## config.mk

```make
export PLATFORM = sky130hd
export DESIGN_NAME = key_debounce_multi
export DESIGN_NICKNAME = d
export VERILOG_FILES = /design/src/rtl/key_debounce_multi.sv
export SDC_FILE = /design/constraint.sdc
export NUM_CORES = 1
export LEC_CHECK = 0
export CORE_ASPECT_RATIO = 0.75
export CORE_MARGIN = 2
export CORE_UTILIZATION = 25
export DETAILED_ROUTE_END_ITERATION = 8
export HOLD_SLACK_MARGIN = 0.15
export MAX_ROUTING_LAYER = met4
export PLACE_DENSITY_LB_ADDON = 0.15
export SLEW_MARGIN = 20
export SYNTH_ARGS = -nofsm -noshare
export SYNTH_HDL_FRONTEND = slang
export SYNTH_SLANG_ARGS = --single-unit
export TNS_END_PERCENT = 50
```

## constraint.sdc

```tcl
create_clock -name CLK -period 4.5 [get_ports CLK]
set_input_delay 1.125 -clock CLK [delete_from_list [all_inputs] [get_ports CLK]]
set_output_delay 1.125 -clock CLK [all_outputs]
set_load 0.01 [all_outputs]
```

## src/rtl/key_debounce_multi.sv

```systemverilog
// rtl/key_debounce_multi.sv - multi-channel key debouncer with press/release/long/repeat pulses
// Each channel: 2-FF synchronizer, debounce filter FSM, hold counter for long-press and auto-repeat.
module key_debounce_multi #(
  parameter int N_KEYS       = 4,
  parameter bit ACTIVE_LOW   = 1'b1,
  parameter int DEBOUNCE_CYC = 480000,
  parameter int LONG_CYC     = 24000000,
  parameter int REPEAT_CYC   = 4800000,
  parameter bit REPEAT_EN    = 1'b1
) (
  input  logic              CLK,
  input  logic              RST,
  input  logic [N_KEYS-1:0] KEY_IN,
  output logic [N_KEYS-1:0] KEY_STATE,
  output logic [N_KEYS-1:0] KEY_PRESS,
  output logic [N_KEYS-1:0] KEY_RELEASE,
  output logic [N_KEYS-1:0] KEY_LONG,
  output logic [N_KEYS-1:0] KEY_REPEAT,
  output logic              KEY_ANY
);

  localparam int HOLD_MAX = (LONG_CYC > REPEAT_CYC) ? LONG_CYC : REPEAT_CYC;
  localparam int DB_W     = (DEBOUNCE_CYC > 1) ? $clog2(DEBOUNCE_CYC) : 1;
  localparam int HOLD_W   = (HOLD_MAX > 1) ? $clog2(HOLD_MAX) : 1;

  localparam logic [DB_W-1:0]   DB_LAST     = DB_W'(DEBOUNCE_CYC - 1);
  localparam logic [HOLD_W-1:0] LONG_LAST   = HOLD_W'(LONG_CYC - 1);
  localparam logic [HOLD_W-1:0] REPEAT_LAST = HOLD_W'(REPEAT_CYC - 1);
  localparam logic              PRESSED_LVL = ACTIVE_LOW ? 1'b0 : 1'b1;

  typedef enum logic [1:0] {
    ST_UP      = 2'd0,
    ST_FILT_DN = 2'd1,
    ST_DOWN    = 2'd2,
    ST_FILT_UP = 2'd3
  } state_e;

  logic [N_KEYS-1:0] press_vec_d;
  logic              key_any_q, key_any_d;

  for (genvar i = 0; i < N_KEYS; i++) begin : g_ch
    logic              sync1_q, sync1_d;
    logic              sync2_q, sync2_d;
    state_e            state_q, state_d;
    logic [DB_W-1:0]   db_cnt_q, db_cnt_d;
    logic [HOLD_W-1:0] hold_q, hold_d;
    logic              long_done_q, long_done_d;
    logic              key_state_q, key_state_d;
    logic              press_q, press_d;
    logic              release_q, release_d;
    logic              long_q, long_d;
    logic              repeat_q, repeat_d;
    logic              p;

    assign p = (sync2_q == PRESSED_LVL);

    always_comb begin
      sync1_d     = KEY_IN[i];
      sync2_d     = sync1_q;
      state_d     = state_q;
      db_cnt_d    = db_cnt_q;
      hold_d      = hold_q;
      long_done_d = long_done_q;
      key_state_d = key_state_q;
      press_d     = 1'b0;
      release_d   = 1'b0;
      long_d      = 1'b0;
      repeat_d    = 1'b0;
      case (state_q)
        ST_UP: begin
          db_cnt_d = '0;
          if (p) state_d = ST_FILT_DN;
        end
        ST_FILT_DN: begin
          if (!p) begin
            state_d  = ST_UP;
            db_cnt_d = '0;
          end else if (db_cnt_q == DB_LAST) begin
            state_d     = ST_DOWN;
            press_d     = 1'b1;
            key_state_d = 1'b0;
            hold_d      = '0;
            long_done_d = 1'b0;
            db_cnt_d    = '0;
          end else begin
            db_cnt_d = db_cnt_q + DB_W'(1);
          end
        end
        ST_DOWN: begin
          if (!p) begin
            state_d  = ST_FILT_UP;
            db_cnt_d = '0;
          end else if (!long_done_q && hold_q == LONG_LAST) begin
            long_d      = 1'b1;
            long_done_d = 1'b1;
            hold_d      = '0;
          end else if (long_done_q && REPEAT_EN && hold_q == REPEAT_LAST) begin
            repeat_d = 1'b1;
            hold_d   = '0;
          end else if (!(long_done_q && !REPEAT_EN)) begin
            hold_d = hold_q + HOLD_W'(1);
          end
        end
        ST_FILT_UP: begin
          // Hold count and long_done survive a short release bounce.
          if (p) begin
            state_d = ST_DOWN;
          end else if (db_cnt_q == DB_LAST) begin
            state_d     = ST_UP;
            release_d   = 1'b1;
            key_state_d = 1'b1;
            db_cnt_d    = '0;
          end else begin
            db_cnt_d = db_cnt_q + DB_W'(1);
          end
        end
        default: begin
          state_d     = ST_UP;
          key_state_d = 1'b1;
          db_cnt_d    = '0;
        end
      endcase
    end

    always_ff @(posedge CLK) begin
      if (RST) begin
        sync1_q     <= ~PRESSED_LVL;
        sync2_q     <= ~PRESSED_LVL;
        state_q     <= ST_UP;
        db_cnt_q    <= '0;
        hold_q      <= '0;
        long_done_q <= 1'b0;
        key_state_q <= 1'b1;
        press_q     <= 1'b0;
        release_q   <= 1'b0;
        long_q      <= 1'b0;
        repeat_q    <= 1'b0;
      end else begin
        sync1_q     <= sync1_d;
        sync2_q     <= sync2_d;
        state_q     <= state_d;
        db_cnt_q    <= db_cnt_d;
        hold_q      <= hold_d;
        long_done_q <= long_done_d;
        key_state_q <= key_state_d;
        press_q     <= press_d;
        release_q   <= release_d;
        long_q      <= long_d;
        repeat_q    <= repeat_d;
      end
    end

    assign press_vec_d[i] = press_d;
    assign KEY_STATE[i]   = key_state_q;
    assign KEY_PRESS[i]   = press_q;
    assign KEY_RELEASE[i] = release_q;
    assign KEY_LONG[i]    = long_q;
    assign KEY_REPEAT[i]  = repeat_q;
  end

  always_comb begin
    key_any_d = |press_vec_d;
  end

  always_ff @(posedge CLK) begin
    if (RST) key_any_q <= 1'b0;
    else     key_any_q <= key_any_d;
  end

  assign KEY_ANY = key_any_q;

endmodule
```

==> run summary <==
GP Congestion -> 0.780
final WL -> 26.1 mm
Post-CTS Setup Inserts -> 0
dpl hpwl -> 17.8 mm
post-detailed-route DRC marker count -> 0
fin nets -> 1264
worst-skew pair later-pin latency -> 0.54 ns
Max Fanout on Critical Path -> 20
slowest CP cell -> o21bai_1
Post-synth ARST share -> 0
clk slew on worst S/H paths -> 0.06 ns
synthesized area -> 0.0106 sq mm
crit share post-route -> 0.674
Hold Fails Final Rpt -> 0
Syn Area/Cell -> 8.39 sq um
worst vdd ir -> 0.210 mV
P&R area growth vs syn -> 13.9%
leading area contributor after synthesis -> dfxtp_1
diodes inserted -> 0
initial drt markers -> 623
placed cells -> 1790
sequential area share after synthesis -> 0.408
top_reg_cell synth -> dfxtp_1
core area -> 0.0420 sq mm
number of clock sinks -> 217
Fillers -> 4482
clock root cell -> clkbuf_16
DRT antenna net count -> 0
Detailed Routing Iterations Pass 1 -> 5
top-area cell type share of the netlist area -> 0.408
Hold-fix buffers, CTS -> 0
largest net degree at the start of global routing -> 62
post-synthesis cell count -> 1267
Final Slew Violations -> 0
Cell Pwr Density -> 339 mW/mm^2
fmax -> 0.330 GHz
Die Width -> 242 microns
CTS Buffer Depth -> 3
Slew @ Worst Pin -> 1.00 ns
non-filler cells, final -> 1835
IO Count -> 27
Worst Setup Start Kind -> flip-flop
Num CTS Buffers -> 27
count leader, synth -> dfxtp_1
via count -> 8811
Syn Nets -> 1281
Die Y -> 183 microns
global route total overflow -> 0
share of cells above drive strength 1 -> 0.0585
die area -> 0.0442 sq mm
number of vias per cell -> 4.80
initial antenna violation count -> 0
first-pass GRT wire length -> 43.6 mm
worst-path cell chain -> nand2b_1, or4_1, o21a_1, o21bai_1, buf_4, a311oi_1
Synthesis Warnings -> 0
# rows -> 65
Final Skew -> 0.00891 ns
Hold WC Path Type -> flip-flop to flip-flop
H-Tree Depth -> 1
CTS tree -> yes
Initial Utilization -> 0.253
Tot GR Track Use -> 0.120
LEAKAGE -> 3.68 nW
slowest stage delay, CP -> 0.74 ns
# resized after CTS -> 0
critical path class -> flip-flop to flip-flop
top cells by count, synth -> dfxtp_1, nor2_1, nand2_1, nand3_1, nand4_1
post-synthesis register bit count -> 217
slew margin rel. -> 0.332
PortBufs -> 26
synth top area cells -> dfxtp_1, nor2_1, xnor2_1, xor2_1, nand4_1
Post-synth EDFFs -> 0
post-synth cell types -> 68
RSZ-0062 raised after global routing -> false
Setup crit end kind -> flip-flop
Tmin final -> 3.03 ns
Finish-stage setup viols -> 0
vias in the first global route -> 8177
Fin Setup TNS -> 0 ns
crit path DAT -> 3.43 ns
status -> finished clean
Max-cap violations -> 0
Worst EP required -> 4.90 ns
DR WL/cell -> 14.2 microns
-- logic make-up after synthesis --
group | Yosys count | synth area share
flops | 217 | 0.408
fa+ha+maj | 11 | 0.0122
simple gates | 674 | 0.342
buf+inv | 94 | 0.0425
compound gates | 143 | 0.0886
xor+xnor | 123 | 0.101
mux | 5 | 0.00471
-- final timing paths --
path	from	endpoint	slack, ns	depth (start not counted)
max	g_ch[1].db_cnt_q[7]	g_ch[1].hold_q[15]	1.47	6
min	g_ch[1].sync1_q	g_ch[1].sync2_q	0.42	1
max reg2reg	g_ch[1].db_cnt_q[7]	g_ch[1].hold_q[15]	1.47	6
min reg2reg	g_ch[1].sync1_q	g_ch[1].sync2_q	0.42	1
-- through the flow --
step | hold slack [ns] | worst slack [ns] | util | total power [mW] | area, sq um
finish | 0.416 | 1.47 | 0.288 | 4.10 | 12100
CTS | 0.422 | 1.49 | 0.288 | 4.19 | 12100
global route | 0.435 | 1.15 | 0.288 | 4.27 | 12100
detailed placement | 0.408 | 1.53 | 0.268 | 2.03 | 11300
floorplan | 0.389 | 2.25 | - | 2.01 | 10600
global placement | 0.403 | 1.48 | 0.268 | 2.03 | 11300
-- critical path, delay by kind of cell (launching register included) --
kind,cells,cell delay [ns]
AOI/OAI and AO/OA,3,1.34
buffers and inverters,1,0.32
DFF,1,0.45
and+or+nand+nor,2,0.78
-- report_power, final --
part | switching (mW) | internal, mW | total, mW
clock network | 0.827 | 1.29 | 2.12
logic | 0.0355 | 0.0173 | 0.0529
registers | 0.00665 | 1.93 | 1.93
total | 0.870 | 3.23 | 4.10
-- flip-flops by register name, summed over array words and instances, names as in the netlist, named ones only --
register,flops
KEY_ANY,1
g_ch.db_cnt_q,76
g_ch.hold_q,100
g_ch.key_state_q,4
g_ch.long_done_q,4
g_ch.long_q,4
g_ch.press_q,4
g_ch.release_q,4
g_ch.repeat_q,4
g_ch.state_q,4
g_ch.sync1_q,4
g_ch.sync2_q,4
-- layout by cell type, fill, tap and decap left out, types with 17 or more instances in the layout --
cell / count
a21oi_1: 43
a311oi_1: 17
and3_1: 28
and4_1: 17
clkbuf_16: 27
clkdlybuf4s50_1: 25
dfxtp_1: 217
inv_1: 18
nand2_1: 90
nand2b_1: 19
nand3_1: 68
nand4_1: 64
nand4b_1: 18
nor2_1: 189
nor3_1: 51
nor4_1: 18
o21ai_0: 24
xnor2_1: 62
xor2_1: 61
-- routing by layer --
| metal | track usage | wire length (microns) | vias up |
|---|---|---|---|
| met1 | 0.179 | 14200 | 4156 |
| met2 | 0.168 | 10400 | 137 |
| li1 | - | - | 4482 |
| met4 | 0.0254 | 481 | 0 |
| met5 | - | 0 | - |
| met3 | 0.0203 | 949 | 36 |
-- area by class of cell --
| cell class | instances | area [sq um] | share of cell area |
|---|---|---|---|
| multi-input combinational | 956 | 5840 | 0.482 |
| tap | 569 | 712 | 0.0588 |
| timing repair buffer | 30 | 298 | 0.0246 |
| sequential | 217 | 4340 | 0.359 |
| clock buffer | 40 | 774 | 0.0639 |
| clock inverter | 5 | 75.1 | 0.00620 |
| inverter | 18 | 67.6 | 0.00558 |
Power figures use the tool's default switching activity.
